--- src/rtl/iir_ch_scheduler.sv ---
// iir_ch_scheduler
// Shares one first-order IIR section among NCH requesting channels. Keeps each
// channel's y[n-1], picks requesters round-robin, hands (x, state) to the
// datapath, and writes the datapath result back as the channel's new state.
module iir_ch_scheduler #(
  parameter int W       = 11,
  parameter int NCH     = 4,
  parameter int TIMEOUT = 16
) (
  input  logic                     clk,
  input  logic                     rst,
  input  logic [NCH-1:0]           req_i,
  input  logic [NCH*W-1:0]         x_i,
  input  logic [NCH-1:0]           clear_i,
  output logic [NCH-1:0]           ack_o,
  output logic                     dp_start_o,
  output logic [W-1:0]             dp_x_o,
  output logic [W-1:0]             dp_s_o,
  input  logic [W-1:0]             dp_y_i,
  input  logic                     dp_done_i,
  output logic [W-1:0]             y_o,
  output logic [$clog2(NCH)-1:0]   y_ch_o,
  output logic                     y_valid_o,
  output logic                     err_o
);

  localparam int CHW  = $clog2(NCH);
  localparam int CNTW = $clog2(TIMEOUT + 1);

  typedef enum logic [1:0] {
    ST_IDLE,
    ST_ISSUE,
    ST_WAIT,
    ST_WB
  } fsmState_t;

  fsmState_t         fsm_q;
  logic [CHW-1:0]    rrPtr_q;
  logic [CHW-1:0]    grant_q;
  logic [CNTW-1:0]   cnt_q;
  logic [NCH-1:0]    ack_q;
  logic              start_q;
  logic [W-1:0]      dpX_q;
  logic [W-1:0]      dpS_q;
  logic [W-1:0]      y_q;
  logic [CHW-1:0]    yCh_q;
  logic              yValid_q;
  logic              err_q;
  logic [W-1:0]      chState_q [NCH];

  logic              anyReq_d;
  logic [CHW-1:0]    grant_d;
  logic [CHW-1:0]    scanIdx;

  // Offset a channel index upward, wrapping at NCH (NCH need not be a power of two).
  function automatic logic [CHW-1:0] wrapIdx(input logic [CHW-1:0] base, input int off);
    int s;
    s = int'(base) + off;
    if (s >= NCH) s = s - NCH;
    return CHW'(s);
  endfunction

  // Round-robin pick: first requester at or above the pointer, wrapping around.
  always_comb begin
    anyReq_d = 1'b0;
    grant_d  = '0;
    scanIdx  = '0;
    for (int k = 0; k < NCH; k++) begin
      scanIdx = wrapIdx(rrPtr_q, k);
      if (!anyReq_d && req_i[scanIdx]) begin
        anyReq_d = 1'b1;
        grant_d  = scanIdx;
      end
    end
  end

  // Scheduler FSM; every output is a register so the datapath sees clean strobes.
  always_ff @(posedge clk) begin
    if (rst) begin
      fsm_q    <= ST_IDLE;
      rrPtr_q  <= '0;
      grant_q  <= '0;
      cnt_q    <= '0;
      ack_q    <= '0;
      start_q  <= 1'b0;
      dpX_q    <= '0;
      dpS_q    <= '0;
      y_q      <= '0;
      yCh_q    <= '0;
      yValid_q <= 1'b0;
      err_q    <= 1'b0;
      for (int c = 0; c < NCH; c++) begin
        chState_q[c] <= '0;
      end
    end else begin
      ack_q    <= '0;
      start_q  <= 1'b0;
      yValid_q <= 1'b0;
      case (fsm_q)
        ST_IDLE: begin
          if (anyReq_d) begin
            grant_q <= grant_d;
            rrPtr_q <= wrapIdx(grant_d, 1);
            dpX_q   <= x_i[int'(grant_d)*W +: W];
            dpS_q   <= chState_q[grant_d];
            ack_q   <= {{(NCH-1){1'b0}}, 1'b1} << grant_d;
            start_q <= 1'b1;
            fsm_q   <= ST_ISSUE;
          end
        end
        ST_ISSUE: begin
          cnt_q <= '0;
          fsm_q <= ST_WAIT;
        end
        ST_WAIT: begin
          if (dp_done_i) begin
            y_q      <= dp_y_i;
            yCh_q    <= grant_q;
            yValid_q <= 1'b1;
            fsm_q    <= ST_WB;
          end else if (cnt_q == CNTW'(TIMEOUT - 1)) begin
            err_q <= 1'b1;
            fsm_q <= ST_IDLE;
          end else begin
            cnt_q <= cnt_q + 1'b1;
          end
        end
        ST_WB: begin
          chState_q[grant_q] <= y_q;
          fsm_q              <= ST_IDLE;
        end
        default: fsm_q <= ST_IDLE;
      endcase
      // A clear landing on the write-back edge overrides the write-back.
      for (int c = 0; c < NCH; c++) begin
        if (clear_i[c]) chState_q[c] <= '0;
      end
    end
  end

  assign ack_o      = ack_q;
  assign dp_start_o = start_q;
  assign dp_x_o     = dpX_q;
  assign dp_s_o     = dpS_q;
  assign y_o        = y_q;
  assign y_ch_o     = yCh_q;
  assign y_valid_o  = yValid_q;
  assign err_o      = err_q;

endmodule

--- config.mk ---
export PLATFORM = sky130hd
export DESIGN_NAME = iir_ch_scheduler
export DESIGN_NICKNAME = d
export VERILOG_FILES = /design/src/rtl/iir_ch_scheduler.sv
export SDC_FILE = /design/constraint.sdc
export NUM_CORES = 1
export LEC_CHECK = 0
export BUFFER_PORTS_ARGS = -buffer_cell sky130_fd_sc_hd__buf_2
export CAP_MARGIN = 15
export CORE_ASPECT_RATIO = 2
export CORE_UTILIZATION = 53
export DETAILED_ROUTE_END_ITERATION = 10
export PLACE_DENSITY = 0.83
export SLEW_MARGIN = 20
export SYNTH_ARGS = -nofsm -noshare
export SYNTH_HDL_FRONTEND = slang
export SYNTH_SLANG_ARGS = --single-unit
--- constraint.sdc ---
create_clock -name clk -period 2 [get_ports clk]
set_input_delay 0.1 -clock clk [delete_from_list [all_inputs] [get_ports clk]]
set_output_delay 0.1 -clock clk [all_outputs]
set_load 0.005 [all_outputs]
==> run summary <==
The tools report the detailed router's first-iteration violation count as 163. The tools report the library cell used as clock root buffer as clkbuf_16. The total power divided by cell area is 912.2 mW/mm^2. Internal power comes to 3528 uW. The run gives 3 as the deepest level of the CTS H-tree. Portion of the clock cycle consumed by the worst path in the final layout: 0.9621. The total area inside the core boundary comes to 0.007601 sq mm. The worst setup path is of the flip-flop to flip-flop kind. The required time at the worst-slack endpoint is 2.23 ns. After layout, the minimum clock period comes to 1.924 ns. The sequential area share after synthesis is 0.5719.

The logs give 8489 microns for the total wirelength of the detailed-routed design and 2.15 ns for the worst path arrival time. In this run the most critical hold path is launched from x_i[0]. For the number of iterations in the first detailed-routing pass, the log shows 4. A synthesized cell averages 11.26 sq um. The part of the power in registers came out at 0.488. The net count after synthesis is 438. The net switching fraction of the power came out at 0.2585.

Sorting the synthesized cells by area gives the leading types as edfxtp_1, dfxtp_1, mux2i_1. The area enclosed by the die boundary was 0.008239 sq mm; the number of instances on the worst hold path was 3. The fraction of power consumed by combinational cells is 0.169, and the number of violations of the max-capacitance limit is 0. STA classifies the critical path endpoint as a flip-flop.

In the post-synthesis netlist, the cell with the most instances is dfxtp_1. The y dimension of the die works out to 127.4 microns. TritonCTS built the clock tree.

The via count of the routed design was 3,147. The tools report the normalized max-slew margin as 0.5709. Entering global routing, the biggest net connects 50 pins. Dividing the detail-routed via count by the number of cells gives 5.379. The tools report the top-level port count as 108. For the pin with the worst max-slew slack, the measured transition is 0.6417 ns. Routability-driven placement finished with a final weighted congestion of 0.8032. Source-to-sink clock delay at the later pin of the worst-skew pair: 0.34 ns. After detailed routing, the average wire length per cell comes to 14.51 microns.

Counting instances in the post-synthesis netlist gives the leading cell types as dfxtp_1, nand2_1, mux2i_1. The run gives 0.08 ns as the slack of the worst reg-to-reg path. Once detailed placement completed, the half-perimeter wirelength came to 6065 microns.

Yosys printed 0 warnings. The clock passes through at most 2 buffers. The number of global-route vias before repair is 3,098, and the number of clock buffers inserted by TritonCTS is 9. Number of synthesized register bits: 97. Setup slack on the critical path of the routed design comes to 0.07584 ns. The number of slew-limit violations in the final report was 0. The endpoint identified for the worst register-to-register timing path is cnt_q[3]. For the combined area of all synthesized cells, the log shows 0.004165 sq mm.

Number of remaining DRC errors: 0. The dominant register cell in the synthesized netlist is dfxtp_1. The synthesized design spends more area on one cell type than any other, namely edfxtp_1. The path with the worst hold slack has its endpoint at dp_x_o[0]. The count of input and output buffers was 107. In this run the critical register-to-register path is launched from cnt_q[0]. The number of enable-type register cells in the synthesized netlist was 44.

Setup total negative slack on the finished layout was measured at 0 ns. The type of the worst min-delay path is input pin to flip-flop. The number of standard cells after synthesis was 370. The run gives 0.6988 mV as the largest voltage drop on the vdd net. The area fraction of the dominant cell type after synthesis works out to 0.3172. Final antenna diode count: 0. For this design the static power due to leakage is 0.002234 uW. The logs give 519.7 MHz for the maximum achievable frequency and 0.007902 ns for the clock tree skew after final layout.

The logs give 0.6863 for the core utilization of the finished layout and 13,630 microns for the first-pass GRT wire length. Initial core utilization: 0.5480. The layout cell share with drive strength beyond 1 was 0.2912; the distinct cell type count of the synthesized netlist was 37. The horizontal die dimension was 64.69 microns. Clock-pin slew was measured on the worst setup and hold paths at 0.07 ns. Summed over all nets, the switching power comes to 1230 uW. Timing analysis after detailed placement gives a worst setup slack of 0.03077 ns. The run finished with clean final reports. The fraction of registers with async set or reset after synthesis was 0; the net count reported at finish was 554. Of all nets on the critical path, the largest fanout is 5. Setup violations remaining at the end of the flow were counted as 0.

From synthesis to final layout, the design area changed by 25.23%. For this run the aggregate overflow at the end of global routing stands at 0. Setup repair after global routing left no endpoint under its margin. The tools report the initial antenna violation count as 0. Cell row count: 45.

The worst register-to-register path has a depth of 8. Once detail routing completed, the nets flagged for antenna violations numbered 0. Startpoint type of the worst setup path: a flip-flop.

Clock share of power: 0.343. The clock net sink count is 97. The number of hold violations in the final report is 0. The run gives 0.2190 as the global-route total usage across every layer.
## through the flow
step / cell area (sq um) / std cells / hold slack [ns] / power [uW]
2_1_floorplan: 4165 / 370 / 0.2360 / 2882
3_3_place_gp: 4796 / 558 / 0.3399 / 3115
3_5_place_dp: 4796 / 558 / 0.3459 / 3154
4_1_cts: 5197 / 585 / 0.05918 / 4790
5_1_grt: 5216 / 585 / 0.07017 / 4939
6_report: 5216 / 585 / 0.06728 / 4758
## critical path, cell delays in order, from the launching register on
cell	delay, ns
dfxtp_1	0.34
ha_1	0.21
and3_1	0.18
ha_1	0.23
nor4b_4	0.32
nor2_1	0.15
nor2_1	0.18
xnor2_1	0.13
nor3_1	0.06
## layout make-up
| type | count | area (sq um) |
|---|---|---|
| Tap cell | 94 | 117.6 |
| Sequential cell | 97 | 2382 |
| Fill cell | 594 | 2385 |
| Clock inverter | 6 | 41.29 |
| Inverter | 4 | 15.01 |
| Timing Repair Buffer | 128 | 733.2 |
| Multi-Input combinational cell | 246 | 1677 |
| Clock buffer | 10 | 250.2 |
## power by group through the flow
stage | logic (uW) | clock network, uW | registers [uW]
CTS | 809 | 1660 | 2320
floorplan | 537 | 0 | 2340
detailed placement | 792 | 0 | 2360
global route | 879 | 1720 | 2340
finish | 806 | 1630 | 2320
global placement | 763 | 0 | 2350
## cell usage in the layout (no fill, tap or decap), types with 2 or more instances in the layout
master         count
buf_2            107
clkbuf_16         10
a21oi_1           22
a211oi_1           2
o21ai_0            2
edfxtp_1          44
nor3_1             3
nand2_1           51
ha_1               2
clkinvlp_4         3
or3_4              2
inv_1              4
nand2b_1           3
buf_4              9
dfxtp_1           53
mux2i_1           47
clkinv_2           2
dlygate4sd3_1     11
and2_1            44
nor2_1            21
nand3_1            3
xnor2_1            2
and3_1             2
nor4_4             2
o221ai_1          22
## cell families after synthesis
logic type / after synthesis / synth area share
multiplexers: 47 / 0.1129
adder cells (fa/ha/maj): 2 / 0.006007
XOR/XNOR: 3 / 0.006309
AO/OA/AOI/OAI: 52 / 0.08681
buffers and inverters: 27 / 0.03364
AND/OR/NAND/NOR: 142 / 0.1823
flip-flops: 97 / 0.5719
## routing by layer
metal,part of all wire,track usage,vias to the layer above
met5,0,0,-
met4,0.036,0.1438,0
met3,0.048,0.04464,26
met2,0.55,0.3975,104
met1,0.37,0.2175,1464
li1,-,-,1553
## sequential cells by signal, indices dropped and copies added (netlist names)
register / count
ack_o: 4
chState_q: 44
cnt_q: 5
dp_s_o: 11
dp_start_o: 1
dp_x_o: 11
err_o: 1
fsm_q: 2
grant_q: 2
rrPtr_q: 2
y_ch_o: 2
y_o: 11
y_valid_o: 1
## timing repair
| item | CTS | global route |
|---|---|---|
| setup buffers | 0 | 0 |
| resized for setup | 0 | 3 |
| endpoints found under the setup margin | 0 | 21 |
| hold buffers | 11 | 0 |
| hold endpoints to repair | 11 | 0 |
## how the worst max path moves through the flow
stage              from        to  slack (ns)
3_5_place_dp   cnt_q[0]  cnt_q[3]        0.03
6_report       cnt_q[0]  cnt_q[3]        0.08
4_1_cts        cnt_q[0]  cnt_q[3]        0.02
5_1_grt        cnt_q[0]  cnt_q[3]        0.01
3_3_place_gp   cnt_q[0]  cnt_q[3]        0.20
2_1_floorplan  cnt_q[0]  cnt_q[3]        0.26
Note: power is estimated with default switching activity, not from simulation.
